<file path="src/rtl/pspin_cmd_resp_router_if.sv">
// Bundle of every handshake, bus and status signal around the PsPIN command
// completion router. Signal names are the router's own port names.
//   issue_valid_i / issue_cmd_id_i       issue pulse and the cmd_id of the issued command
//   resp_valid_i / resp_ready_o /
//   resp_cmd_id_i                        completions arriving from the command interfaces
//   cl_resp_valid_o / cl_resp_ready_i /
//   cl_resp_cmd_id_o                     completions delivered to each cluster
//   core_inflight_o                      in-flight command count per HPU
//   spurious_resp_o / issue_overflow_o   protocol-violation pulses
// The master modport belongs to the environment. The slave modport belongs to the router.
interface pspin_cmd_resp_router_if #(
  parameter int NUM_CLUSTERS       = 4,
  parameter int NUM_CORES          = 8,
  parameter int NUM_HPU_CMDS       = 4,
  parameter int NUM_CMD_INTERFACES = 4
);
  localparam int ID_W  = $clog2(NUM_CLUSTERS) + $clog2(NUM_CORES) + $clog2(NUM_HPU_CMDS);
  localparam int CNT_W = $clog2(NUM_HPU_CMDS) + 1;

  logic                                      issue_valid_i;
  logic [ID_W-1:0]                           issue_cmd_id_i;
  logic [NUM_CMD_INTERFACES-1:0]             resp_valid_i;
  logic [NUM_CMD_INTERFACES-1:0]             resp_ready_o;
  logic [NUM_CMD_INTERFACES*ID_W-1:0]        resp_cmd_id_i;
  logic [NUM_CLUSTERS-1:0]                   cl_resp_valid_o;
  logic [NUM_CLUSTERS-1:0]                   cl_resp_ready_i;
  logic [NUM_CLUSTERS*ID_W-1:0]              cl_resp_cmd_id_o;
  logic [NUM_CLUSTERS*NUM_CORES*CNT_W-1:0]   core_inflight_o;
  logic                                      spurious_resp_o;
  logic                                      issue_overflow_o;

  modport master (
    output issue_valid_i, issue_cmd_id_i, resp_valid_i, resp_cmd_id_i, cl_resp_ready_i,
    input  resp_ready_o, cl_resp_valid_o, cl_resp_cmd_id_o, core_inflight_o,
           spurious_resp_o, issue_overflow_o
  );

  modport slave (
    input  issue_valid_i, issue_cmd_id_i, resp_valid_i, resp_cmd_id_i, cl_resp_ready_i,
    output resp_ready_o, cl_resp_valid_o, cl_resp_cmd_id_o, core_inflight_o,
           spurious_resp_o, issue_overflow_o
  );
endinterface

</file>
<file path="src/rtl/pspin_cmd_resp_router.sv">
// PsPIN command completion return path.
// Completions from the command interfaces are routed to the issuing cluster
// through a single-entry output register per cluster. Each cluster has its own
// round-robin arbiter. The router also keeps a saturating in-flight counter for
// every HPU and pulses a flag when a completion arrives for an idle HPU or when
// an issue overflows the per-HPU limit.
// Ports:
//   clk_i  clock
//   rst_i  asynchronous, active-high reset
//   bus    pspin_cmd_resp_router_if.slave: issue, completion input/output
//          handshakes, per-HPU counts and violation pulses
module pspin_cmd_resp_router #(
  parameter int NUM_CLUSTERS       = 4,
  parameter int NUM_CORES          = 8,
  parameter int NUM_HPU_CMDS       = 4,
  parameter int NUM_CMD_INTERFACES = 4
) (
  input  logic                     clk_i,
  input  logic                     rst_i,
  pspin_cmd_resp_router_if.slave   bus
);
  localparam int CORE_W   = $clog2(NUM_CORES);
  localparam int LCMD_W   = $clog2(NUM_HPU_CMDS);
  localparam int ID_W     = $clog2(NUM_CLUSTERS) + CORE_W + LCMD_W;
  localparam int CNT_W    = LCMD_W + 1;
  localparam int NUM_HPUS = NUM_CLUSTERS * NUM_CORES;
  localparam int NIF      = NUM_CMD_INTERFACES;
  localparam int RR_W     = (NIF > 1) ? $clog2(NIF) : 1;

  logic [ID_W-1:0]         resp_id [NIF];
  int                      resp_cl [NIF];
  logic [NUM_CLUSTERS-1:0] cl_valid_q;
  logic [ID_W-1:0]         cl_id_q [NUM_CLUSTERS];
  logic [RR_W-1:0]         rr_q    [NUM_CLUSTERS];
  logic [RR_W-1:0]         rr_d    [NUM_CLUSTERS];
  logic [NUM_CLUSTERS-1:0] free;
  logic [NUM_CLUSTERS-1:0] gnt_vld;
  logic [RR_W-1:0]         gnt_idx [NUM_CLUSTERS];
  logic [NIF-1:0]          grant;
  logic [CNT_W-1:0]        cnt_q   [NUM_HPUS];
  logic [CNT_W-1:0]        cnt_d   [NUM_HPUS];
  logic [NUM_HPUS-1:0]     inc;
  logic [NUM_HPUS-1:0]     dec;
  logic                    spur_d, spur_q;
  logic                    ovf_d, ovf_q;

  function automatic int wrap_idx(logic [RR_W-1:0] base, int off);
    int s;
    s = int'(base) + off;
    return (s >= NIF) ? s - NIF : s;
  endfunction

  // Arbitration. A cluster can accept a new completion when its output register
  // is empty or is being drained in this cycle.
  always_comb begin
    grant   = '0;
    gnt_vld = '0;
    free    = '0;
    for (int i = 0; i < NIF; i++) begin
      resp_id[i] = bus.resp_cmd_id_i[i*ID_W +: ID_W];
      resp_cl[i] = int'(resp_id[i] >> (CORE_W + LCMD_W));
    end
    for (int c = 0; c < NUM_CLUSTERS; c++) begin
      gnt_idx[c] = '0;
      rr_d[c]    = rr_q[c];
      free[c]    = !cl_valid_q[c] || bus.cl_resp_ready_i[c];
      for (int off = 0; off < NIF; off++) begin
        if (free[c] && !gnt_vld[c] && bus.resp_valid_i[wrap_idx(rr_q[c], off)] &&
            resp_cl[wrap_idx(rr_q[c], off)] == c) begin
          gnt_vld[c]                     = 1'b1;
          gnt_idx[c]                     = RR_W'(wrap_idx(rr_q[c], off));
          grant[wrap_idx(rr_q[c], off)]  = 1'b1;
          rr_d[c]                        = RR_W'(wrap_idx(rr_q[c], off + 1));
        end
      end
    end
  end

  // Per-HPU counters. With a power-of-two core count, cmd_id >> LCMD_W equals
  // cluster*NUM_CORES + core. Each cluster has at most one grant, so each HPU
  // gets at most one decrement per cycle.
  always_comb begin
    inc    = '0;
    dec    = '0;
    spur_d = 1'b0;
    ovf_d  = 1'b0;
    if (bus.issue_valid_i) inc[int'(bus.issue_cmd_id_i >> LCMD_W)] = 1'b1;
    for (int c = 0; c < NUM_CLUSTERS; c++) begin
      if (gnt_vld[c]) dec[int'(resp_id[gnt_idx[c]] >> LCMD_W)] = 1'b1;
    end
    for (int k = 0; k < NUM_HPUS; k++) begin
      cnt_d[k] = cnt_q[k];
      if (inc[k] && !dec[k]) begin
        if (cnt_q[k] == CNT_W'(NUM_HPU_CMDS)) ovf_d = 1'b1;
        else                                  cnt_d[k] = cnt_q[k] + 1'b1;
      end else if (dec[k] && !inc[k]) begin
        if (cnt_q[k] == '0) spur_d = 1'b1;
        else                cnt_d[k] = cnt_q[k] - 1'b1;
      end
    end
  end

  always_ff @(posedge clk_i or posedge rst_i) begin
    if (rst_i) begin
      cl_valid_q <= '0;
      spur_q     <= 1'b0;
      ovf_q      <= 1'b0;
      for (int c = 0; c < NUM_CLUSTERS; c++) begin
        cl_id_q[c] <= '0;
        rr_q[c]    <= '0;
      end
      for (int k = 0; k < NUM_HPUS; k++) cnt_q[k] <= '0;
    end else begin
      for (int c = 0; c < NUM_CLUSTERS; c++) begin
        if (free[c]) cl_valid_q[c] <= gnt_vld[c];
        if (gnt_vld[c]) cl_id_q[c] <= resp_id[gnt_idx[c]];
        rr_q[c] <= rr_d[c];
      end
      for (int k = 0; k < NUM_HPUS; k++) cnt_q[k] <= cnt_d[k];
      spur_q <= spur_d;
      ovf_q  <= ovf_d;
    end
  end

  always_comb begin
    bus.resp_ready_o     = grant;
    bus.cl_resp_valid_o  = cl_valid_q;
    bus.spurious_resp_o  = spur_q;
    bus.issue_overflow_o = ovf_q;
    bus.cl_resp_cmd_id_o = '0;
    bus.core_inflight_o  = '0;
    for (int c = 0; c < NUM_CLUSTERS; c++) bus.cl_resp_cmd_id_o[c*ID_W +: ID_W] = cl_id_q[c];
    for (int k = 0; k < NUM_HPUS; k++) bus.core_inflight_o[k*CNT_W +: CNT_W] = cnt_q[k];
  end
endmodule

</file>
<file path="src/flat_wrapper.sv">
// flat-port wrapper written by rule: the top's interface ports become plain ports
module pspin_cmd_resp_router_flat 
#(
  parameter int NUM_CLUSTERS       = 4,
  parameter int NUM_CORES          = 8,
  parameter int NUM_HPU_CMDS       = 4,
  parameter int NUM_CMD_INTERFACES = 4
)
  (clk_i, rst_i, bus_issue_valid_i, bus_issue_cmd_id_i, bus_resp_valid_i, bus_resp_cmd_id_i, bus_cl_resp_ready_i, bus_resp_ready_o, bus_cl_resp_valid_o, bus_cl_resp_cmd_id_o, bus_core_inflight_o, bus_spurious_resp_o, bus_issue_overflow_o);
  pspin_cmd_resp_router_if #(.NUM_CLUSTERS(NUM_CLUSTERS), .NUM_CORES(NUM_CORES), .NUM_HPU_CMDS(NUM_HPU_CMDS), .NUM_CMD_INTERFACES(NUM_CMD_INTERFACES)) bus_i ();
  input  logic clk_i;
  input  logic rst_i;
  input wire logic [$bits(bus_i.issue_valid_i)-1:0] bus_issue_valid_i;
  input wire logic [$bits(bus_i.issue_cmd_id_i)-1:0] bus_issue_cmd_id_i;
  input wire logic [$bits(bus_i.resp_valid_i)-1:0] bus_resp_valid_i;
  input wire logic [$bits(bus_i.resp_cmd_id_i)-1:0] bus_resp_cmd_id_i;
  input wire logic [$bits(bus_i.cl_resp_ready_i)-1:0] bus_cl_resp_ready_i;
  output wire logic [$bits(bus_i.resp_ready_o)-1:0] bus_resp_ready_o;
  output wire logic [$bits(bus_i.cl_resp_valid_o)-1:0] bus_cl_resp_valid_o;
  output wire logic [$bits(bus_i.cl_resp_cmd_id_o)-1:0] bus_cl_resp_cmd_id_o;
  output wire logic [$bits(bus_i.core_inflight_o)-1:0] bus_core_inflight_o;
  output wire logic [$bits(bus_i.spurious_resp_o)-1:0] bus_spurious_resp_o;
  output wire logic [$bits(bus_i.issue_overflow_o)-1:0] bus_issue_overflow_o;
  assign bus_i.issue_valid_i = bus_issue_valid_i;
  assign bus_i.issue_cmd_id_i = bus_issue_cmd_id_i;
  assign bus_i.resp_valid_i = bus_resp_valid_i;
  assign bus_i.resp_cmd_id_i = bus_resp_cmd_id_i;
  assign bus_i.cl_resp_ready_i = bus_cl_resp_ready_i;
  assign bus_resp_ready_o = bus_i.resp_ready_o;
  assign bus_cl_resp_valid_o = bus_i.cl_resp_valid_o;
  assign bus_cl_resp_cmd_id_o = bus_i.cl_resp_cmd_id_o;
  assign bus_core_inflight_o = bus_i.core_inflight_o;
  assign bus_spurious_resp_o = bus_i.spurious_resp_o;
  assign bus_issue_overflow_o = bus_i.issue_overflow_o;
  pspin_cmd_resp_router #(.NUM_CLUSTERS(NUM_CLUSTERS), .NUM_CORES(NUM_CORES), .NUM_HPU_CMDS(NUM_HPU_CMDS), .NUM_CMD_INTERFACES(NUM_CMD_INTERFACES)) u_core (.clk_i(clk_i), .rst_i(rst_i), .bus(bus_i));
endmodule
</file>
<file path="config.mk">
export PLATFORM = sky130hd
export DESIGN_NAME = pspin_cmd_resp_router_flat
export DESIGN_NICKNAME = d
export VERILOG_FILES = /design/src/rtl/pspin_cmd_resp_router_if.sv /design/src/rtl/pspin_cmd_resp_router.sv /design/src/flat_wrapper.sv
export SDC_FILE = /design/constraint.sdc
export NUM_CORES = 1
export LEC_CHECK = 0
export BUFFER_PORTS_ARGS = -buffer_cell sky130_fd_sc_hd__buf_4
export CORE_MARGIN = 3
export CORE_UTILIZATION = 59
export DETAILED_ROUTE_END_ITERATION = 8
export GPL_TIMING_DRIVEN = 0
export PLACE_DENSITY_LB_ADDON = 0.15
export SLEW_MARGIN = 20
export SYNTH_ARGS = -nofsm -noshare
export SYNTH_HDL_FRONTEND = slang
export SYNTH_SLANG_ARGS = --single-unit
</file>
<file path="constraint.sdc">
create_clock -name clk_i -period 6.5 [get_ports clk_i]
set_input_delay 1.625 -clock clk_i [delete_from_list [all_inputs] [get_ports clk_i]]
set_output_delay 1.625 -clock clk_i [all_outputs]
set_load 0.005 [all_outputs]
</file>
==> impl.org, run 1 <==
** Status
- The flow ran to the end, and the final reports show no timing, DRC or antenna violations.

** Worst setup path
- CP Data Required Time :: 6.76 ns
- Critical path's slowest cell :: a2111oi_0
- Setup crit end kind :: flop
- The most critical setup path has its startpoint at bus_resp_cmd_id_i[13].
- The critical path in this run is classified as in2reg.
- Critical path launch point type :: primary input
- Startpoint of the most critical register-to-register path :: u_core.rr_q[3]
- Peak fanout along the critical path :: 10
- The largest single stage delay on the critical path is 0.89 ns.
- Walking the worst path, the cells encountered are buf_4 > clkbuf_1 > nand4bb_1 > a221oi_1 > a21oi_1 > o21ai_0 > mux2_2 > a211oi_2 > nand3_1 > and2_1 > inv_1 > o221ai_1 > a2111oi_0 > nor4b_1 > nand4_1.
- Worst path arrival time :: 6.45 ns

** Routing
- Once detail routing completed, the nets flagged for antenna violations numbered 0.
- After detailed routing, the average wire length per cell comes to 19.0 um.
- Number of design-rule violations left by the first detailed-router iteration :: 1,005
- Using the TritonRoute via totals, the vias-per-cell ratio works out to 6.46.
- Drc violations :: 0
- The first detailed-routing pass ran for 8 iterations.
- Final routed wirelength across all metal layers :: 37,100 um
- Vias :: 12,586

** STA
- Final cycle utilization of the critical path :: 0.952
- Slew HR :: 0.295
- Setup repair after global routing left no endpoint under its margin.
- Worst Tran Pin Value :: 1.03 ns
- Post-route clock skew :: 0.00937 ns
- Setup violations remaining at the end of the flow were counted as 0.
- The total count of max-transition violations in the final report is 0.
- Tmin final :: 6.19 ns
- Fin worst setup slack :: 0.315 ns
- The final number of hold-violating endpoints is 0.
- Derived from the worst setup path, the maximum achievable clock frequency is 0.162 GHz.

** Power
- Leakage Power :: 6.02 nW
- For this design the ratio of total power to cell area is 470 nW/um2.
- The worst-case IR drop observed on VDD is 0.232 mV.

** Die
- DIE WIDTH :: 150 um
- IO Pins :: 180
- Initial Utilization :: 0.603
- Measured along the y axis, the die boundary spans 150 um.
- The initialized floorplan defines 52 standard-cell rows.
- The die covers 22,600 um2.
- The core region is 20,400 um2.

** Global routing
- Antenna violations before repair :: 0
- First-pass GRT wire length :: 58,600 um
- Global router's overall resource usage :: 0.323
- The via count of the first global-routing pass was 11,411.
- Pin count of the biggest net entering global routing :: 89
- The total overflow left after global routing is 0.

** Placed design
- At the placement stage, the worst setup path has a slack of 0.00700 ns.
- During placement, the flow inserted port buffers numbering 169.
- Final RePlAce weighted congestion :: 0.937
- DP HPWL :: 28,300 um

** Layout
- Registers take 3450 um2.
- Antenna Diode Count :: 0
- The net count of the finished layout is 1,765.
- The multi-input combinational cells in the finished layout cover a total of 8380 um2.
- The library cell used most frequently in the layout, excluding fill and tap cells, is nor2_1.
- In the final layout, the share of cells above drive strength 1 is 0.180.
- Fill cell total of the finished layout :: 1,660
- Compared with the post-synthesis result, the final layout area differs by 18.2%.
- In the layout the commonest cells are nor2_1 (172), buf_4 (170), nand2_1 (156).
- Core occupancy in the finished layout :: 0.712

** Synth
- Average instance area after synthesis :: 8.30 um2
- Number of enable-type register cells in the synthesized netlist :: 0
- Counting distinct cell types in the post-synthesis netlist gives 101.
- In the synthesized netlist, the number of instances is 1,478.
- Synthesis inferred 138 register bits.
- Async set-or-reset flop fraction in the synthesized netlist :: 1.00
- For this run, the register share of the synthesized area comes to 0.281.
- For this run, the leading register cell type out of synthesis is dfrtp_1.
- Yosys printed 0 warnings.
- Post-Syn Nets :: 1,576
- Post-Synthesis Cell Area :: 12,300 um2

** Clock network
- Hold repair after CTS inserted 0 buffers.
- After clock tree synthesis, the clock-pin slew on the worst setup and hold paths is 0.06 ns.
- Count of instances resized after the clock tree is built :: 0
- Buffers added to address setup during post-CTS repair amount to 0.
- TritonCTS built the clock tree.
- Clock sink count :: 138
- H-Tree Depth :: 4
- TritonCTS buffer count :: 17
- Root buffer selected by CTS :: clkbuf_16
- Clock latency on the worst-skew pair :: 0.43 ns
- CTS Buffer Depth :: 2

** Min path
- The startpoint identified for the worst hold timing path is u_core.bus.cl_resp_cmd_id_o[20].
- Min-Delay Path Class :: reg2reg

** Flow run
- Max Cap Viol :: 0
-- per-layer routing --
metal  share of wire  global-route usage  up-vias
met2            0.46               0.508      589
met5               0                   0        -
met4           0.037               0.126        0
li1                -                   -     5876
met1            0.42               0.448     6031
met3           0.085              0.0533       90
-- final cells by class --
class	instances	area share
inverters	39	0.0106
clock inverters	12	0.00949
repair buffers	170	0.0894
clock buffers	19	0.0312
multi-input cells	1236	0.578
flip-flops and latches	138	0.238
plain buffers	65	0.0201
well taps	270	0.0233
-- cells by family after synthesis --
logic type / Yosys count / share of synthesized area
buf+inv: 104 / 0.0357
flops: 138 / 0.281
compound gates: 383 / 0.211
simple gates: 656 / 0.279
mux: 84 / 0.0773
xor+xnor: 61 / 0.0435
fa+ha+maj: 52 / 0.0726
-- cell usage after synthesis, types with 9 or more instances --
library cell	count	area share
and3_1	16	0.0082
nor3b_1	10	0.0061
o22ai_1	27	0.014
a311oi_1	9	0.0064
a31oi_1	11	0.0056
mux2i_1	51	0.042
nand2b_1	17	0.0087
xor2_1	30	0.021
xnor2_1	31	0.022
a21oi_1	68	0.028
nor4_1	21	0.011
mux2_2	25	0.023
nand4_1	22	0.011
nor4b_1	11	0.0078
dfrtp_1	138	0.28
ha_1	20	0.020
o21ai_0	93	0.038
or2_2	12	0.0061
a22oi_1	21	0.013
nor2_1	172	0.053
a221oi_1	15	0.011
nand2_1	156	0.048
o22a_1	18	0.013
nand4b_1	14	0.010
nand3_1	30	0.012
o31ai_1	9	0.0055
o211ai_1	11	0.0067
fa_1	32	0.052
clkbuf_1	37	0.011
nor3_1	63	0.026
a21o_1	11	0.0067
nor2b_1	17	0.0087
and2_1	23	0.012
nand3b_1	16	0.0098
a211oi_1	10	0.0061
buf_2	22	0.0090
inv_1	35	0.011
-- power breakdown --
part / switching (mW) / internal [mW] / total (mW)
combinational: 2.08 / 1.81 / 3.89
clock: 0.422 / 0.588 / 1.01
sequential: 0.655 / 1.26 / 1.92
-- registers in the layout, summed over array words and instances, names as in the netlist --
| register | count |
|---|---|
| u_core.rr_q | 8 |
| u_core.bus.core_inflight_o | 96 |
| u_core.bus.cl_resp_valid_o | 4 |
| u_core.bus.spurious_resp_o | 1 |
| u_core.bus.cl_resp_cmd_id_o | 28 |
| u_core.bus.issue_overflow_o | 1 |
-- worst paths after layout --
path	slack (ns)	end	cells past startpoint
setup / recovery	0.31	u_core.bus.issue_overflow_o	15
hold reg to reg	0.47	u_core.bus.cl_resp_cmd_id_o[20]	1
max in group asynchronous	4.49	u_core.bus.cl_resp_cmd_id_o[22]	3
hold / removal	0.47	u_core.bus.cl_resp_cmd_id_o[20]	1
min in group asynchronous	1.20	u_core.bus.cl_resp_cmd_id_o[0]	2
setup reg to reg	0.55	u_core.bus.issue_overflow_o	17
-- metrics by stage --
| step | setup TNS, ns | instance area (um2) | instances | hold WS (ns) | power, mW |
|---|---|---|---|---|---|
| after floorplan | 0 | 12300 | 1478 | 0.459 | 4.30 |
| after global placement | -96.36 | 13900 | 1917 | 0.451 | 5.62 |
| after detailed placement | 0 | 13900 | 1918 | 0.458 | 5.74 |
| after CTS | 0 | 14500 | 1949 | 0.476 | 6.78 |
| after global routing | 0 | 14500 | 1949 | 0.491 | 7.35 |
| final | 0 | 14500 | 1949 | 0.473 | 6.82 |
-- worst max-delay path, delay by kind of cell --
| family | cells | cell delay [ns] |
|---|---|---|
| compound gates | 6 | 2.12 |
| simple gates | 5 | 1.69 |
| buf+inv | 3 | 0.58 |
| mux | 1 | 0.42 |
(Power assumes the default switching activity.)
==> run 2, diff against run 1 <==
--- a/config.mk
+++ b/config.mk
@@ -10,7 +10,7 @@
 export CORE_UTILIZATION = 59
 export DETAILED_ROUTE_END_ITERATION = 8
 export GPL_TIMING_DRIVEN = 0
-export PLACE_DENSITY_LB_ADDON = 0.15
+export PLACE_DENSITY = 0.8
 export SLEW_MARGIN = 20
 export SYNTH_ARGS = -nofsm -noshare
 export SYNTH_HDL_FRONTEND = slang
==> impl.org, run 2 (synthesized netlist as in run 1, its figures left out) <==
** STA
- Peak Freq :: 0.161 GHz (was 0.162 GHz)
- The slew at the pin with the worst max-slew slack came to 1.02 ns (was 1.03 ns).
- The smallest setup slack after layout is 0.299 ns (was 0.315 ns).
- The final number of hold-violating endpoints is 0 (unchanged).
- Hold WS :: 0.466 ns (was 0.473 ns)
- The share of the cycle needed by the critical path after routing came to 0.954 (was 0.952).
- RSZ-0062 raised after global routing: no (unchanged).
- Total Neg Setup Slack :: 0 ns (unchanged)
- The total count of max-transition violations in the final report is 0 (unchanged).
- The final setup violation count is 0 (unchanged).
- Post-route clock skew :: 0.0123 ns (was 0.00937 ns)
- Slew HR :: 0.316 (was 0.295)
- Tmin final :: 6.20 ns (was 6.19 ns)

** Die
- Total core area :: 20,400 um2 (unchanged)
- Die Span Y :: 150 um (unchanged)
- The starting utilization of the core area was 0.603 (unchanged).
- Die Area :: 22,600 um2 (unchanged)
- The row count is 52 (unchanged).
- IO Pins :: 180 (unchanged)
- DIE WIDTH :: 150 um (unchanged)

** Clock network
- The TritonCTS clock tree is built (unchanged).
- Count of instances resized after the clock tree is built :: 0 (unchanged)
- The clock input transition at the sequential cells of the worst setup and hold paths is 0.07 ns (was 0.06 ns).
- TritonCTS buffer count :: 17 (unchanged)
- The total clock sinks was 138 (unchanged).
- The number of buffers inserted by post-CTS setup repair came to 0 (unchanged).
- Clock latency on the worst-skew pair :: 0.43 ns (about the same)
- H-Tree Depth :: 4 (unchanged)
- Quantity of hold-fixing buffers added after cts :: 0 (unchanged)
- Root buffer selected by CTS :: clkbuf_16 (unchanged)
- The maximum count of clock buffers along a single path is 2 (unchanged).

** Power
- The portion of total power attributed to sequential cells is 0.283 (was 0.281).
- The sum of internal, switching and leakage power was 6.76 mW (was 6.82 mW).
- The net switching power came to 3.16 mW (about the same).
- The portion of total power attributed to combinational logic came to 0.576 (was 0.571).
- The leakage power total is 6.00 nW (was 6.02 nW).
- The clock group share of total power came to 0.141 (was 0.148).
- Switching part of the total :: 0.467 (was 0.463)
- Power density over cell area :: 467 nW/um2 (was 470 nW/um2)
- The internal portion of total power is 3.60 mW (was 3.66 mW).
- The peak supply drop was 0.251 mV (was 0.232 mV).

** Placed design
- DP HPWL :: 28,100 um (was 28,300 um)
- Worst slack at placement :: 0.0690 ns (was 0.00700 ns)
- The global placer's final weighted congestion is 0.973 (was 0.937).
- The post-place instance area is 13,900 um2 (unchanged).
- Port bufs :: 169 (unchanged)

** Layout
- Design Area, Final :: 14,500 um2 (about the same)
- Highest-count cells in the layout ignoring fill and taps :: nor2_1 (172), buf_4 (170), nand2_1 (156) (unchanged)
- The proportion of layout cells with a drive suffix above 1 is 0.179 (was 0.180).
- Most common library cell in the layout ignoring fill and taps :: nor2_1 (unchanged)
- Relative area change from synthesis to final layout :: 17.9% (was 18.2%)
- The final antenna diode count is 0 (unchanged).
- Net total in the final layout :: 1,765 (unchanged)
- Flip-flop count of the largest register, all copies and words added :: 96 (unchanged)

** Routing
- Final routed wirelength across all metal layers :: 36,900 um (was 37,100 um)
- The first-pass detailed-route iteration total was 6 (was 8).
- The number of DRC violations after detailed routing was 0 (unchanged).
- The number of nets with antenna violations after routing came to 0 (unchanged).
- The mean number of vias per cell was 6.48 (was 6.46).
- Vias :: 12,632 (was 12,586)
- The detailed router's first-iteration violation count is 1,173 (was 1,005).
- The wire length per cell after detailed routing was 18.9 um (was 19.0 um).

** Worst setup path
- The critical setup path kind is in2reg (unchanged).
- CP Data Required Time :: 6.76 ns (about the same)
- The critical path endpoint category is a flop (unchanged).
- The beginning of the worst register-to-register path is u_core.rr_q[3] (unchanged).
- The kind of start point of the critical path was a primary input (unchanged).
- The cell count of the worst reg-to-reg path came to 17 (unchanged).
- The launch point of the critical path is bus_resp_cmd_id_i[13] (unchanged).
- The largest fanout on the critical path is 10 (unchanged).
- The critical path data arrival time was 6.46 ns (was 6.45 ns).

** Global routing
- The pin count of the biggest net entering global routing was 102 (was 89).
- Vias in the first global route :: 11,590 (was 11,411)
- Global route overflow :: 0 (unchanged)
- Global route hottest layer :: met2 (unchanged)
- First-pass GRT wire length :: 58,800 um (was 58,600 um)
- The met1 track demand over resource in global routing is 0.439 (was 0.448).
- Antenna violations before repair :: 0 (unchanged)
- The met2 track demand over resource is 0.508 (about the same).
- Global router's overall resource usage :: 0.322 (was 0.323)
- Met3 track utilization from global routing :: 0.0611 (was 0.0533)

** Min path
- Startpoint of the worst hold path :: u_core.bus.cl_resp_cmd_id_o[20] (unchanged)
- Number of cells on the worst hold path :: 1 (unchanged)
- Min-Delay Path Class :: reg2reg (unchanged)

** Flow run
- Max Cap Viol :: 0 (unchanged)

** Status
- Result of the run :: completed (unchanged)
run 2: changes by cell type in the layout (fill, tap and decap cells not counted):
cell / before / now
clkbuf_1: 37 / 39
bufinv_16: 2 / 1
clkinvlp_4: 2 / 3
clkbuf_8: 2 / 0
inv_8: 1 / 2
inv_6: 4 / 3
run 2: power by group through the flow:
stage          clock network [mW]  logic [mW]  registers [mW]
2_1_floorplan                   0        2.49            1.82
3_3_place_gp                    0        3.74            1.89
3_5_place_dp                    0        3.83            1.92
4_1_cts                     0.950        3.86            1.91
5_1_grt                     0.984        4.30            2.00
6_report                    0.950        3.90            1.92
run 2: worst max-delay path, cell delays in order:
cell       delay, ns
buf_4           0.12
clkbuf_1        0.36
nand4bb_1       0.18
a221oi_1        0.40
a21oi_1         0.07
o21ai_0         0.31
mux2_2          0.43
a211oi_2        0.32
nand3_1         0.29
and2_1          0.28
inv_1           0.09
o221ai_1        0.14
a2111oi_0       0.86
nor4b_1         0.79
nand4_1         0.19
run 2: final cells by class:
cell class / count / area (um2)
fill: 1667 / 5900
clock inverter: 12 / 118
inverter: 39 / 154
buffer: 65 / 292
clock buffer: 19 / 433
timing repair buffer: 170 / 1300
tap: 270 / 338
multi-input combinational: 1236 / 8380
sequential: 138 / 3450
run 2: per-layer routing:
metal  wire [um]  share of wire  up-vias
met3        3120          0.085       99
li1            -              -     5874
met2       16900           0.46      609
met4        1310          0.036        0
met5           0              0        -
met1       15600           0.42     6050
run 2: worst paths after layout:
check,to,slack [ns]
worst min-delay path,u_core.bus.cl_resp_cmd_id_o[20],0.47
worst max-delay path,u_core.bus.issue_overflow_o,0.30
min in group asynchronous,u_core.rr_q[7],1.15
worst min register to register,u_core.bus.cl_resp_cmd_id_o[20],0.47
worst max register to register,u_core.bus.issue_overflow_o,0.60
max in group asynchronous,u_core.bus.core_inflight_o[92],4.52
run 2: through the flow:
step                 util  instances
CTS                 0.710       1949
finish              0.710       1949
floorplan               -       1478
detailed placement  0.683       1918
global route        0.710       1949
global placement    0.682       1917
